--- config.mk ---
export PLATFORM = sky130hd
export DESIGN_NAME = vga_text_timing
export DESIGN_NICKNAME = d
export VERILOG_FILES = /design/src/rtl/vga_pkg.sv /design/src/rtl/vga_axis_counter.sv /design/src/rtl/vga_text_timing.sv
export SDC_FILE = /design/constraint.sdc
export NUM_CORES = 1
export LEC_CHECK = 0
export ABC_AREA = 1
export CAP_MARGIN = 20
export CORE_MARGIN = 3
export CORE_UTILIZATION = 30
export DETAILED_ROUTE_END_ITERATION = 10
export GPL_TIMING_DRIVEN = 0
export PLACE_DENSITY = 0.59
export SYNTH_ARGS = -nofsm -noshare
export SYNTH_HDL_FRONTEND = slang
export SYNTH_SLANG_ARGS = --single-unit
--- constraint.sdc ---
create_clock -name clk -period 1.4 [get_ports clk]
set_input_delay 0.14 -clock clk [delete_from_list [all_inputs] [get_ports clk]]
set_output_delay 0.14 -clock clk [all_outputs]
set_load 0.01 [all_outputs]
--- src/rtl/vga_pkg.sv ---
// vga_pkg: default 640x480@60 raster timing and
// sizing helpers shared by the timing generator.
package vga_pkg;

  localparam int DEF_H_VIS  = 640;
  localparam int DEF_H_FP   = 16;
  localparam int DEF_H_SYNC = 96;
  localparam int DEF_H_BP   = 48;
  localparam int DEF_V_VIS  = 480;
  localparam int DEF_V_FP   = 10;
  localparam int DEF_V_SYNC = 2;
  localparam int DEF_V_BP   = 33;
  localparam int DEF_CHAR_W = 8;
  localparam int DEF_CHAR_H = 16;

  function automatic int axisTotal(
    input int vis,
    input int fp,
    input int sync,
    input int bp
  );
    return vis + fp + sync + bp;
  endfunction

  // never narrower than one bit, even for n<=2
  function automatic int cntW(input int n);
    return (n < 2) ? 1 : $clog2(n);
  endfunction

endpackage

--- src/rtl/vga_axis_counter.sv ---
// vga_axis_counter: wrap counter for one raster axis
// with visible, sync and last-visible window decode.
module vga_axis_counter
  import vga_pkg::*;
#(
  parameter int VIS  = DEF_H_VIS,
  parameter int FP   = DEF_H_FP,
  parameter int SYNC = DEF_H_SYNC,
  parameter int BP   = DEF_H_BP,
  localparam int TOTAL = axisTotal(VIS, FP, SYNC, BP),
  localparam int W     = cntW(TOTAL)
) (
  input  logic         clk,
  input  logic         nrst,
  input  logic         adv,
  output logic [W-1:0] cnt,
  output logic         wrap,
  output logic         visWin,
  output logic         syncWin,
  output logic         lastVis
);

  localparam logic [W:0] LAST  = (W+1)'(TOTAL - 1);
  localparam logic [W:0] VEND  = (W+1)'(VIS);
  localparam logic [W:0] SBEG  = (W+1)'(VIS + FP);
  localparam logic [W:0] SEND  = (W+1)'(VIS + FP + SYNC);
  localparam logic [W:0] VLAST = (W+1)'(VIS - 1);

  logic [W:0] cntX;

  assign cntX    = {1'b0, cnt};
  assign wrap    = adv && (cntX == LAST);
  assign visWin  = cntX < VEND;
  assign syncWin = (cntX >= SBEG) && (cntX < SEND);
  assign lastVis = cntX == VLAST;

  always_ff @(posedge clk) begin
    if (!nrst) begin
      cnt <= '0;
    end else if (adv) begin
      cnt <= wrap ? '0 : cnt + W'(1);
    end
  end

endmodule

--- src/rtl/vga_text_timing.sv ---
// vga_text_timing: VGA raster timing with character
// cell tracking, sync polarity and frame/blink count.
module vga_text_timing
  import vga_pkg::*;
#(
  parameter int H_VIS     = DEF_H_VIS,
  parameter int H_FP      = DEF_H_FP,
  parameter int H_SYNC    = DEF_H_SYNC,
  parameter int H_BP      = DEF_H_BP,
  parameter int V_VIS     = DEF_V_VIS,
  parameter int V_FP      = DEF_V_FP,
  parameter int V_SYNC    = DEF_V_SYNC,
  parameter int V_BP      = DEF_V_BP,
  parameter bit HSYNC_POL = 1'b0,
  parameter bit VSYNC_POL = 1'b0,
  parameter int CHAR_W    = DEF_CHAR_W,
  parameter int CHAR_H    = DEF_CHAR_H,
  parameter int BLINK_BIT = 4,
  localparam int H_TOTAL =
    axisTotal(H_VIS, H_FP, H_SYNC, H_BP),
  localparam int V_TOTAL =
    axisTotal(V_VIS, V_FP, V_SYNC, V_BP),
  localparam int HW  = cntW(H_TOTAL),
  localparam int VW  = cntW(V_TOTAL),
  localparam int CW  = cntW(H_VIS / CHAR_W),
  localparam int RW  = cntW(V_VIS / CHAR_H),
  localparam int GXW = cntW(CHAR_W),
  localparam int GYW = cntW(CHAR_H)
) (
  input  logic           clk,
  input  logic           nrst,
  input  logic           pixEn,
  output logic           hSync,
  output logic           vSync,
  output logic           vis,
  output logic [HW-1:0]  hCount,
  output logic [VW-1:0]  vCount,
  output logic [CW-1:0]  col,
  output logic [RW-1:0]  row,
  output logic [GXW-1:0] glyphX,
  output logic [GYW-1:0] glyphY,
  output logic           lineStart,
  output logic           frameStart,
  output logic [7:0]     frameCount,
  output logic           blink
);

  if (H_VIS % CHAR_W != 0) begin : gBadW
    $error("H_VIS must be a multiple of CHAR_W");
  end
  if (V_VIS % CHAR_H != 0) begin : gBadH
    $error("V_VIS must be a multiple of CHAR_H");
  end
  if (CHAR_W < 2 || CHAR_H < 2) begin : gBadCell
    $error("CHAR_W and CHAR_H must be >= 2");
  end
  if (BLINK_BIT < 0 || BLINK_BIT > 7) begin : gBadBlink
    $error("BLINK_BIT must index frameCount");
  end

  localparam logic [GXW-1:0] GX_LAST = GXW'(CHAR_W - 1);
  localparam logic [GYW-1:0] GY_LAST = GYW'(CHAR_H - 1);

  logic [HW-1:0]  hc;
  logic [VW-1:0]  vc;
  logic           hWrap;
  logic           vWrap;
  logic           hVisW;
  logic           vVisW;
  logic           hSyncW;
  logic           vSyncW;
  logic           hLastVis;
  logic           vLastVis;
  logic [GXW-1:0] gx;
  logic [GYW-1:0] gy;
  logic [CW-1:0]  colC;
  logic [RW-1:0]  rowC;
  logic [7:0]     fc;

  vga_axis_counter #(
    .VIS (H_VIS),
    .FP  (H_FP),
    .SYNC(H_SYNC),
    .BP  (H_BP)
  ) uHAxis (
    .clk    (clk),
    .nrst   (nrst),
    .adv    (pixEn),
    .cnt    (hc),
    .wrap   (hWrap),
    .visWin (hVisW),
    .syncWin(hSyncW),
    .lastVis(hLastVis)
  );

  vga_axis_counter #(
    .VIS (V_VIS),
    .FP  (V_FP),
    .SYNC(V_SYNC),
    .BP  (V_BP)
  ) uVAxis (
    .clk    (clk),
    .nrst   (nrst),
    .adv    (hWrap),
    .cnt    (vc),
    .wrap   (vWrap),
    .visWin (vVisW),
    .syncWin(vSyncW),
    .lastVis(vLastVis)
  );

  // cell counters track the live hc/vc, zero outside
  // the visible window so they restart cleanly
  always_ff @(posedge clk) begin
    if (!nrst) begin
      gx   <= '0;
      colC <= '0;
    end else if (pixEn) begin
      if (!hVisW || hLastVis) begin
        gx   <= '0;
        colC <= '0;
      end else if (gx == GX_LAST) begin
        gx   <= '0;
        colC <= colC + CW'(1);
      end else begin
        gx <= gx + GXW'(1);
      end
    end
  end

  always_ff @(posedge clk) begin
    if (!nrst) begin
      gy   <= '0;
      rowC <= '0;
    end else if (hWrap) begin
      if (!vVisW || vLastVis) begin
        gy   <= '0;
        rowC <= '0;
      end else if (gy == GY_LAST) begin
        gy   <= '0;
        rowC <= rowC + RW'(1);
      end else begin
        gy <= gy + GYW'(1);
      end
    end
  end

  always_ff @(posedge clk) begin
    if (!nrst) begin
      fc <= '0;
    end else if (vWrap) begin
      fc <= fc + 8'd1;
    end
  end

  always_ff @(posedge clk) begin
    if (!nrst) begin
      hSync      <= ~HSYNC_POL;
      vSync      <= ~VSYNC_POL;
      vis        <= 1'b0;
      hCount     <= '0;
      vCount     <= '0;
      col        <= '0;
      row        <= '0;
      glyphX     <= '0;
      glyphY     <= '0;
      lineStart  <= 1'b0;
      frameStart <= 1'b0;
      frameCount <= '0;
      blink      <= 1'b0;
    end else if (pixEn) begin
      hSync      <= hSyncW ? HSYNC_POL : ~HSYNC_POL;
      vSync      <= vSyncW ? VSYNC_POL : ~VSYNC_POL;
      vis        <= hVisW && vVisW;
      hCount     <= hc;
      vCount     <= vc;
      col        <= colC;
      row        <= rowC;
      glyphX     <= gx;
      glyphY     <= gy;
      lineStart  <= hc == '0;
      frameStart <= (hc == '0) && (vc == '0);
      frameCount <= fc;
      blink      <= fc[BLINK_BIT];
    end else begin
      lineStart  <= 1'b0;
      frameStart <= 1'b0;
    end
  end

endmodule

* Word level (Yosys, flattened, before mapping)
Cells that the tools add are included.
W data, S select, Z words.
** Operators by class
- Add/subtract/negate cells :: 7
- Multipliers :: 0
- Div/mod/pow operators :: 0
- Magnitude comparators :: 6
- Equal/unequal tests :: 6
- Shift-type cells :: 0
- Multiplexer cells :: 12
- Bitwise logic cells :: 0
- Reduce and logical (&&, ||, !) cells :: 17
** Operators by type and width (count)
- $eq A10 B10 Y1 const B :: 3
- $add A10 B1 Y10 const B :: 2
- $logic_not A10 Y1 :: 2
- $lt A10 B10 Y1 const B :: 2
- $lt A10 B9 Y1 const B :: 2
- $mux W10 :: 2
- $mux W7 :: 2
- $eq A10 B9 Y1 const B :: 1
- $ge A10 B10 Y1 const B :: 1
- $ge A10 B9 Y1 const B :: 1
- $mux W5 :: 2
- $add A8 B1 Y8 const B :: 1
- $mux W4 :: 2
- $add A7 B1 Y7 const B :: 1
- $logic_and A1 B1 Y1 :: 6
- $mux W3 :: 2
- $reduce_and A2 Y1 :: 3
- $add A5 B1 Y5 const B :: 1
- $add A4 B1 Y4 const B :: 1
- $eq A4 B4 Y1 const B :: 1
- $reduce_bool A2 Y1 :: 2
- $add A3 B1 Y3 const B :: 1
- $eq A3 B3 Y1 const B :: 1
- $logic_not A1 Y1 :: 2
- 2 further kinds :: 4
** Word-level totals
- Bits in registers :: 100
- Latch bits :: 0
- Memory bits (writable) :: 0
- Memory bits (read-only) :: 0
- Input port bits :: 3
- Output and inout port bits :: 53
- Word-level logic and storage cells :: 68
- Memories kept :: 0

* Logic depth before layout (Yosys ltp)
Gate-level depths: netlist (run 1).
- Word-level depth :: 5
- Depth in mapped cells :: 10
- Depth with buffers taken out :: 10

* By module
Synthesis (run 1) repeated with hierarchy kept, for this count alone.
** Second synthesis, totals
- Cell total of the unflattened synthesis :: 560
- Area total of the unflattened synthesis :: 4304.1 µm²
** By module, submodules not included
- vga_text_timing :: instances 1, cells an instance 390, area each 3060.4 µm², sequential area each 1581.5 µm²
- vga_axis_counter at uVAxis :: instances 1, cells an instance 84, area each 638.1 µm², sequential area each 200.2 µm²
- vga_axis_counter at uHAxis :: instances 1, cells an instance 86, area each 605.6 µm², sequential area each 200.2 µm²

* Worst setup path after synthesis (run 1)
No wires, ideal clock.
- Kind :: register to register
- Start :: register uHAxis.cnt[0]
- End :: register uVAxis.cnt[5]
- Data arrival time :: 1.366 ns
- Data required time :: 1.272 ns
- Slack :: -0.093 ns
- Cell stages (with the launch flop) :: 10
- Path through :: dfxtp_1 ha_1 nand3_2 nor2_2 nand2_2 nor2_8 buf_6 nand3_1 nand2_1 nor2_1
** On the way
- Word-level cells in the longest chain between the ends :: 4
** Ends and longest elaborated chain
- start, declared :: line vga_axis_counter.sv:16 : output logic [W-1:0] cnt,
- start signal, assigned :: line vga_axis_counter.sv:41 : cnt <= wrap ? '0 : cnt + W'(1);
- $eq A10 B10 Y1 * :: line vga_axis_counter.sv:32 : assign wrap = adv && (cntX == LAST);
- $logic_and A1 B1 Y1 * :: line vga_axis_counter.sv:32
- $logic_and A1 B1 Y1 :: line vga_axis_counter.sv:32
- $mux W10 :: line vga_axis_counter.sv:41
- end signal, assigned :: line vga_axis_counter.sv:41
- end, declared :: line vga_axis_counter.sv:16
Mark *: on every way between the ends. The rest lies on a longest branch, timed or not.
A chain may end at the register's enable or synchronous reset.

* Worst setup path in the final report (run 1)
- Start :: register uHAxis.cnt[0]
- End :: register uVAxis.cnt[9]
The elaborated chain is that of the path after synthesis.

==> results.yml, run 1 <==
synth:
  ys_seq_area_share_pct: 44.6
  synth_most_common_cell: "nand2_1"
  synth-edff-count: 0
  synth_cells: 600
  ys_ff_latch: 99
  ys.flop_type: "dfxtp_1"
  syn_area_per_cell_um2: 7.40
  netlist_top_cells_area: "dfxtp_1, nand2_1, nor2_1, a21oi_1, o21ai_0"
  async_flop_share_pct: 0
  synth_nets: 613
  synth_cell_types: 36
  yosys.area.top_type_share_pct: 44.6
  netlist_area_um2: 4440
  yosysTopAreaCell: "dfxtp_1"
  yosysWarnings: 0
  synth_common_cells: "nand2_1, dfxtp_1, nor2_1"
placed_design:
  placed_cells: 833
  portBuffers: 53
  pre_cts_ws_ps: -283
  hpwlAfterDp_um: 9020
  place_area_um2: 5220
  gp_congestion: 0.899
worst_setup_path:
  end_kind: "flip-flop"
  start_kind: "flip-flop"
  crit_type: "reg -> reg"
  r2r_setup_slack_ps: -110
  crit_arrival_ps: 1740
  crit_fanout: 10
  cp.required_ps: 1640
drt:
  drtPass1Iterations: 6
  via_per_inst: 4.88
  drt_iter0_drc: 279
  drt-total-wl_um: 12900
  drc: 0
  wl_per_cell_um: 14.8
  final_antenna_net_count: 0
  via_count: 4262
run:
  cap_violations: 0
grt:
  grt_pass1_wl_um: 21100
  grt_antenna_before_repair: 0
  grt.overflow.total: 0
  grt_max_degree: 17
  gr-usage-all-layers_pct: 16.0
  grt_pass1_vias: 4127
sta:
  setup_viol: 38
  min_period_ps: 1510
  hold_violations: 0
  fin_skew_ps: 5.91
  finalHoldWorstSlack_ps: 219
  relSlewSlack_pct: 51.1
  setup_slack_ps: -108
  fin_crit_sh_pct: 108
  drv_slew: 0
  max_freq_ghz: 0.663
  tightestPinTransition_ps: 734
  rsz0062_at_grt: "true"
clock_tree:
  cts_tree: "yes"
  cts.clk_slew.worst_paths_ps: 70
  clock-root-buffer: "clkbuf_16"
  clock-sinks: 99
  cts_max_level: 3
  clockBufferDepth: 2
  cts_hold_buf: 0
  insertion_delay_ps: 340
  cts_inserted_buffers: 9
power_and_ir_drop:
  ir_drop_mv: 0.604
  p_per_area_nw_per_um2: 950
  leakage_nw: 2.71
floorplanning:
  die_x_um: 128
  die_area_um2: 16300
  io_pins: 56
  rows: 43
  start_util_pct: 31.3
  die_h_um: 128
  core_um2: 14200
status:
  failed_checks: "negative setup slack"
  status: "finished with violations"
final_layout:
  fin_nets: 702
  area_growth_pct: 36.4
  stdcell_count: 873
  design_area_um2: 6060
  antenna_cells: 0
  drive_above_1_share_pct: 20.8
worst_hold_path:
  hold_class: "in -> reg"
==> layout make-up <==
| class | instances | area (µm²) |
|---|---|---|
| fill | 1433 | 8150 |
| multi-input combinational | 427 | 2430 |
| sequential | 99 | 2010 |
| timing repair buffer | 78 | 815 |
| clock buffer | 10 | 229 |
| tap | 180 | 225 |
| inverter | 49 | 191 |
| buffer | 25 | 123 |
| clock inverter | 5 | 38.8 |
==> cells in the final DEF (no fill, tap or decap), types with 3 or more instances in the layout <==
| cell type | Yosys | layout |
|---|---|---|
| o21ai_0 | 50 | 49 |
| nand3_1 | 33 | 27 |
| ha_1 | 10 | 6 |
| buf_2 | 5 | 5 |
| inv_1 | 43 | 38 |
| xor2_1 | 10 | 10 |
| clkdlybuf4s50_1 | 0 | 29 |
| dlygate4sd2_1 | 0 | 4 |
| nand2_4 | 2 | 6 |
| nor2_1 | 99 | 89 |
| dfxtp_1 | 99 | 87 |
| buf_4 | 3 | 19 |
| nand2_1 | 107 | 98 |
| nand2_2 | 8 | 12 |
| inv_4 | 1 | 3 |
| dfxtp_2 | 0 | 7 |
| a21oi_1 | 63 | 54 |
| buf_1 | 3 | 3 |
| o21ai_2 | 0 | 3 |
| nor2_2 | 2 | 8 |
| nand4_1 | 8 | 8 |
| dlymetal6s2s_1 | 0 | 20 |
| a21oi_2 | 0 | 9 |
| nor2_4 | 5 | 9 |
| ha_2 | 0 | 3 |
| nor3_1 | 9 | 4 |
| nand3_4 | 1 | 6 |
| nor3_2 | 1 | 6 |
| inv_2 | 4 | 7 |
| nand3_2 | 4 | 5 |
| clkbuf_1 | 13 | 14 |
| dfxtp_4 | 0 | 5 |
| buf_6 | 1 | 7 |
| clkbuf_16 | 0 | 9 |
==> through the flow <==
| step | util (%) | TNS [ps] | total power, W |
|---|---|---|---|
| 2_1_floorplan | - | 0 | 0.00325 |
| 3_3_place_gp | 36.8 | -5810 | 0.00348 |
| 3_5_place_dp | 36.8 | -7400 | 0.00349 |
| 4_1_cts | 40.0 | -2660 | 0.00581 |
| 5_1_grt | 42.6 | -6290 | 0.00599 |
| 6_report | 42.6 | -2280 | 0.00575 |
==> cell families after synthesis <==
family	after synthesis	synth area share (%)
XOR/XNOR	11	2.17
buffers and inverters	74	6.87
AO/OA/AOI/OAI	121	13.8
adder cells (fa/ha/maj)	10	2.82
flip-flops	99	44.6
AND/OR/NAND/NOR	285	29.7
==> layer usage <==
layer	vias to the layer above	wire [µm]	track usage (%)
met4	0	177	4.00
met3	20	596	3.13
li1	2139	-	-
met5	-	0	0
met1	1983	6040	21.4
met2	120	6130	26.7
==> registers in the layout, summed over array words and instances (netlist names), 5 cells and up <==
register	flops
uVAxis.cnt	10
colC	7
uHAxis.cnt	10
rowC	5
row	5
frameCount	8
vCount	10
hCount	10
fc	8
col	7
==> critical path, stage by stage, from the launching register on <==
cell and delay (ps):
dfxtp_4 370, ha_4 150, nand3_4 120, nor2_2 120, nand2_2 100, nor2_8 180, buf_8 170, nand4_1 80
nand2_1 90, nor2_1 30
==> power by group <==
part / switching, W / leakage [nW] / internal [W]
clock network: 0.00110 / 0.129 / 0.00121
logic: 0.000283 / 1.76 / 0.000215
registers: 0.0000489 / 0.815 / 0.00289
==> final timing paths <==
kind | start | end | cells past startpoint
hold reg to reg | hCount[0]$_SDFFE_PN0P_ | hCount[0]$_SDFFE_PN0P_ | 2
setup / recovery | uHAxis.cnt[0]$_SDFFE_PN0P_ | uVAxis.cnt[9]$_SDFFE_PN0N_ | 9
setup reg to reg | uHAxis.cnt[0]$_SDFFE_PN0P_ | uVAxis.cnt[9]$_SDFFE_PN0N_ | 9
hold / removal | nrst | uVAxis.cnt[3]$_SDFFE_PN0N_ | 3
==> what timing repair did <==
item,4_1_cts,5_1_grt
pin swaps,10,15
gates resized for setup,26,90
setup endpoints to repair,47,65
buffers inserted,15,10
Power figures use the tool's default switching activity.
==> run 2: changes to the inputs <==
--- a/config.mk
+++ b/config.mk
@@ -6,6 +6,7 @@
 export NUM_CORES = 1
 export LEC_CHECK = 0
 export ABC_AREA = 1
+export ABC_CLOCK_PERIOD_IN_PS = 1400
 export CAP_MARGIN = 20
 export CORE_MARGIN = 3
 export CORE_UTILIZATION = 30
==> results of run 2 <==
No change in the layout: final DEF, timing and power equal those of run 1.
